## src/rtl/serial_crc_step.sv

```systemverilog
// One-bit CRC LFSR update, shared by the serial CRC generator and checker.
// Ports:
//   crc_i   current CRC value (bits above the width are ignored)
//   bit_i   serial input bit
//   poly_i  generator polynomial
//   mask_i  all-ones mask of the CRC width
//   crc_o   next CRC value, masked to the width
module serial_crc_step (
  input  logic [31:0] crc_i,
  input  logic        bit_i,
  input  logic [31:0] poly_i,
  input  logic [31:0] mask_i,
  output logic [31:0] crc_o
);

  logic [31:0] top_bit;
  logic        fb;

  // The mask is contiguous from bit 0, so its highest set bit is the CRC MSB.
  assign top_bit = mask_i & ~(mask_i >> 1);
  assign fb      = (|(crc_i & top_bit)) ^ bit_i;
  assign crc_o   = ((crc_i << 1) ^ (fb ? poly_i : 32'h0)) & mask_i;

endmodule

```

## config.mk

```make
export PLATFORM = sky130hd
export DESIGN_NAME = serial_crc_step
export DESIGN_NICKNAME = d
export VERILOG_FILES = /design/src/rtl/serial_crc_step.sv
export SDC_FILE = /design/constraint.sdc
export NUM_CORES = 1
export LEC_CHECK = 0
export CAP_MARGIN = 20
export CORE_MARGIN = 3
export CORE_UTILIZATION = 32
export DETAILED_ROUTE_END_ITERATION = 8
export PLACE_DENSITY = 0.8
export SLEW_MARGIN = 20
export SYNTH_ARGS = -nofsm -noshare
export SYNTH_HDL_FRONTEND = slang
export SYNTH_SLANG_ARGS = --single-unit
export TNS_END_PERCENT = 10
```

## constraint.sdc

```tcl
create_clock -name vclk -period 3.4
set_input_delay 0.85 -clock vclk [all_inputs]
set_output_delay 0.85 -clock vclk [all_outputs]
set_load 0.1 [all_outputs]
```

Word-level counts from Yosys, hierarchy flattened
Cells that the tools add are included.

Register bits after elaboration: 0. Input port bits: 97. Output and inout port bits: 32. Word-level logic and storage cells: 8.

Muxes and demuxes: 1. Bitwise operators: 6. Reduce and logical (&&, ||, !) cells: 1.

Operators by type and width (number): AND 32 bit (3); two-way mux 32 bit (1); inverter 31 -> 32 bit (1); OR reduction 32 bit (1); bitwise XOR 32 bit (1); bitwise XOR 1 bit (1).

Logic depth before layout (Yosys ltp)
Word-level depth: 8. Depth in mapped cells: 7. Depth with buffers taken out: 6.

Worst setup path after synthesis
No wires, ideal clock.

Path type: input-to-output. From: input port mask_i[17]. To: output port crc_o[12]. Arrival: 4078 ps. Required time: 2550 ps. Setup slack: -1528 ps. Stages on the path: 7. Buffers on the path: 1. Path through: nand3b_1 -> nand4_1 -> or4_4 -> nor4_4 -> buf_6 -> mux2i_1 -> mux2i_1.

Longest elaborated chain between the ends: 8.

RTL lines: start, declared (line 12) `input logic [31:0] mask_i,`; inverter 31 -> 32 bit (line 20) `assign top_bit = mask_i & ~(mask_i >> 1);`; AND 32 bit * (line 20); AND 32 bit * (line 21) `assign fb = (|(crc_i & top_bit)) ^ bit_i;`; OR reduction 32 bit * (line 21); bitwise XOR 1 bit * (line 21); two-way mux 32 bit * (line 22) `assign crc_o = ((crc_i << 1) ^ (fb ? poly_i : 32'h0)) & mask_i;`; bitwise XOR 32 bit * (line 22); AND 32 bit * (line 22); end, declared (line 13) `output logic [31:0] crc_o`.

Every way passes the cells marked *; elsewhere a longest branch is shown, timed or not.

Final worst setup path
From: input port crc_i[5]. To: output port crc_o[23].

Longest elaborated chain between the ends: 6.

RTL lines: start, declared (line 9) `input logic [31:0] crc_i,`; AND 32 bit (line 21); OR reduction 32 bit (line 21); bitwise XOR 1 bit (line 21); two-way mux 32 bit (line 22); bitwise XOR 32 bit (line 22); AND 32 bit (line 22).

No other way between the ends.

==> tab_implementation.tex <==
\begin{tabular}{lr}
\hline
Metric & Value \\
\hline
\multicolumn{2}{l}{\textbf{Setup path}} \\
Data arrival, critical path & around 3.2 ns \\
Top fanout value on the critical path & 6 \\
Critical path type & in -> out \\
CP required & about 2.6 ns \\
Critical Path End Type & primary output \\
Type of element launching the critical path & input pin \\
\multicolumn{2}{l}{\textbf{Yosys}} \\
Average size of a mapped cell & between 7 and 8 sq um \\
Cell count after synthesis & between 200 and 250 \\
Total nets after synthesis & approximately 340 \\
Proportion of synthesized chip area in sequential cells & 0 \\
Distinct cell type count after synthesis & 18 \\
Cell area after synthesis & roughly 1700 sq um \\
Synth warn & 0 \\
\multicolumn{2}{l}{\textbf{Placement}} \\
Area post-placement & 4163 sq um \\
Post-detailed-placement half-perimeter wirelength & between 6 and 7 mm \\
Quantity of I/O buffers inserted on ports & 129 \\
Routability congestion estimate from global placement & 0.8304 \\
\multicolumn{2}{l}{\textbf{Route}} \\
Number of search-and-repair iterations in the first detailed-routing pass & 4 \\
Via density per instance & $\sim$5.4 \\
Count of routing violations after the opening detailed-route iteration & between 90 and 100 \\
DR WL/cell & $\sim$20 um \\
Number of DRC violations after detailed routing & 0 \\
Number of nets with antenna violations after routing & 0 \\
Sum of routed wire length over all layers & $\sim$9.4 mm \\
Vias & 2,551 \\
\multicolumn{2}{l}{\textbf{Finish}} \\
Fin util & 0.8851 \\
Final nets & around 500 \\
Synthesis-to-layout area growth & 157.1\% \\
Total non-filler cell area in the finished layout & approximately 4400 sq um \\
Sequential cells & 0 \\
Most common cell after layout, fill and taps aside & sky130\_fd\_sc\_hd\_\_nand2\_1 \\
Most frequent cells in the layout & sky130\_fd\_sc\_hd\_\_nand2\_1 (62), sky130\_fd\_sc\_hd\_\_mux2i\_4 (54), sky130\_fd\_sc\_hd\_\_nand2b\_1 (40) \\
Storage element area & 0 sq um \\
Ratio of cells with drive above 1 in the final layout & 0.4717 \\
Clock buf count & 0 \\
\multicolumn{2}{l}{\textbf{STA}} \\
Worst Hold Margin & approximately 2.1 ns \\
Setup WS post-layout & -0.6000 ns \\
Worst rel slew slack & 0.8106 \\
Max-slew violation total from the final report & 0 \\
Final Hold Violating Endpoints & 0 \\
Setup TNS & -18.42 ns \\
Setup violation total in the final timing report & 32 \\
RSZ-0062 raised after global routing & true \\
Minimum period implied by the final worst setup slack & about 4 ns \\
Measured slew at the worst slew-check pin & around 0.28 ns \\
Fmax & $\sim$250 MHz \\
Final critical-path share of the clock period & 1.176 \\
\multicolumn{2}{l}{\textbf{Global route}} \\
First-pass GRT wire length & $\sim$15 mm \\
Total track usage & 0.2991 \\
Pin count of the biggest net entering global routing & 39 \\
Remaining global-route overflow & 0 \\
Number of global-route vias before repair & roughly 3,000 \\
Antenna violations before repair & 1 \\
\multicolumn{2}{l}{\textbf{Floorplan}} \\
Die Outline Area & between 6000 and 7000 sq um \\
Initial Utilization & 0.3443 \\
Std-Cell Core Area & 4942 sq um \\
Die outline height & roughly 79 um \\
Number of placement rows & 25 \\
I/O pin total & 129 \\
Die width & about 80 um \\
\multicolumn{2}{l}{\textbf{Worst hold path}} \\
Worst hold stages & 4 \\
Beginning of the worst hold path & mask\_i[2] \\
Hold WC Path Type & in -> out \\
Sink of the worst hold path & crc\_o[2] \\
\multicolumn{2}{l}{\textbf{Power}} \\
Switching fraction of total power & 0.5447 \\
Proportion of power drawn by flip-flops and latches & 0 \\
Combinational Power Share & 1.000 \\
Leak & roughly 0.0017 uW \\
Largest vdd supply drop & between 0.1 and 0.15 mV \\
Part of the power in the clock network & 0 \\
Overall power & between 700 and 800 uW \\
Switching power of the nets & about 420 uW \\
Internal Pwr Total & 352.0 uW \\
Power Density & around 180 nW/um\^{}2 \\
\multicolumn{2}{l}{\textbf{Run}} \\
Max Cap Violations & 0 \\
\multicolumn{2}{l}{\textbf{Run status}} \\
Result of the run & finished with violations \\
Violated checks & negative setup slack \\
\hline
\end{tabular}
## metal layers
| layer | wire (um) | GRT usage | vias up |
|---|---|---|---|
| li1 | - | - | 1180 |
| met1 | 3197 | 0.3019 | 1221 |
| met2 | 5079 | 0.6002 | 123 |
| met3 | 704 | 0.06122 | 27 |
| met4 | 385 | 0.09966 | 0 |
| met5 | 0 | 0 | - |
## how the worst max path moves through the flow
stage / cells past startpoint / slack [ns] / start / to
finish: 10 / -0.60 / crc_i[5] / crc_o[23]
global route: 9 / -0.69 / crc_i[5] / crc_o[28]
CTS: 11 / -0.56 / mask_i[12] / crc_o[3]
detailed placement: 9 / -1.10 / mask_i[2] / crc_o[1]
global placement: 9 / -1.03 / mask_i[17] / crc_o[1]
floorplan: 7 / -0.67 / mask_i[17] / crc_o[10]
## worst max-delay path: stages
cell and delay [ns]:
sky130_fd_sc_hd__buf_2 0.10, sky130_fd_sc_hd__nand3b_1 0.12, sky130_fd_sc_hd__nand4_1 0.12, sky130_fd_sc_hd__or4_4 0.54
sky130_fd_sc_hd__nor4_4 0.28, sky130_fd_sc_hd__buf_4 0.20, sky130_fd_sc_hd__buf_12 0.16, sky130_fd_sc_hd__mux2i_4 0.28
sky130_fd_sc_hd__mux2i_4 0.29, sky130_fd_sc_hd__buf_12 0.20
## synthesized netlist by cell type
cell type	number	area (sq um)
sky130_fd_sc_hd__nand4_1	4	25.02
sky130_fd_sc_hd__and3_1	1	6.260
sky130_fd_sc_hd__dlygate4sd1_1	1	8.760
sky130_fd_sc_hd__inv_1	1	3.750
sky130_fd_sc_hd__buf_6	4	45.04
sky130_fd_sc_hd__nand2_1	62	232.7
sky130_fd_sc_hd__buf_2	1	5.000
sky130_fd_sc_hd__a32oi_1	1	8.760
sky130_fd_sc_hd__nand2b_1	40	250.2
sky130_fd_sc_hd__or2b_1	22	165.2
sky130_fd_sc_hd__mux2i_1	62	620.6
sky130_fd_sc_hd__and4_4	1	11.26
sky130_fd_sc_hd__or4_4	1	11.26
sky130_fd_sc_hd__nand4_2	3	37.54
sky130_fd_sc_hd__nor4_4	1	21.27
sky130_fd_sc_hd__clkbuf_1	4	15.01
sky130_fd_sc_hd__nand3b_1	30	225.2
sky130_fd_sc_hd__xnor2_1	1	8.760
## logic make-up (layout without fill, tap and decap cells)
kind of cell / count (synthesis) / in the layout / synth area share
buf+inv: 11 / 178 / 0.04558
simple gates: 165 / 165 / 0.5794
mux: 62 / 62 / 0.3647
compound gates: 1 / 1 / 0.005148
other cells: 0 / 1 / 0
xor+xnor: 1 / 1 / 0.005148
## power groups by stage
stage               Combinational [uW]  Sequential, uW  Clock (uW)
CTS                                763               0           0
detailed placement                 747               0           0
global route                       802               0   0.0000393
global placement                   731               0           0
floorplan                          418               0           0
finish                             773               0   0.0000393
## per-stage QoR
stage,instances,worst slack (ns)
finish,475,-0.6000
global route,475,-0.6852
CTS,478,-0.5554
detailed placement,469,-1.099
global placement,469,-1.035
floorplan,240,-0.6733
## area by class of cell
cell class	instances	area [sq um]
antenna	1	2.502
fill	228	568.0
inverter	1	3.754
multi-input combinational	229	2359
tap	67	83.83
timing repair buffer	177	1926
## what timing repair did
item | 4_1_cts | 5_1_grt
hold buffers | 0 | 0
resized for setup | 231 | 11
hold endpoints to repair | 0 | 0
gates cloned | 3 | 0
pin swaps | 36 | 9
buffers inserted | 6 | 0
setup endpoints to repair | 32 | 32
No activity file was read; power rests on OpenSTA's default activity.
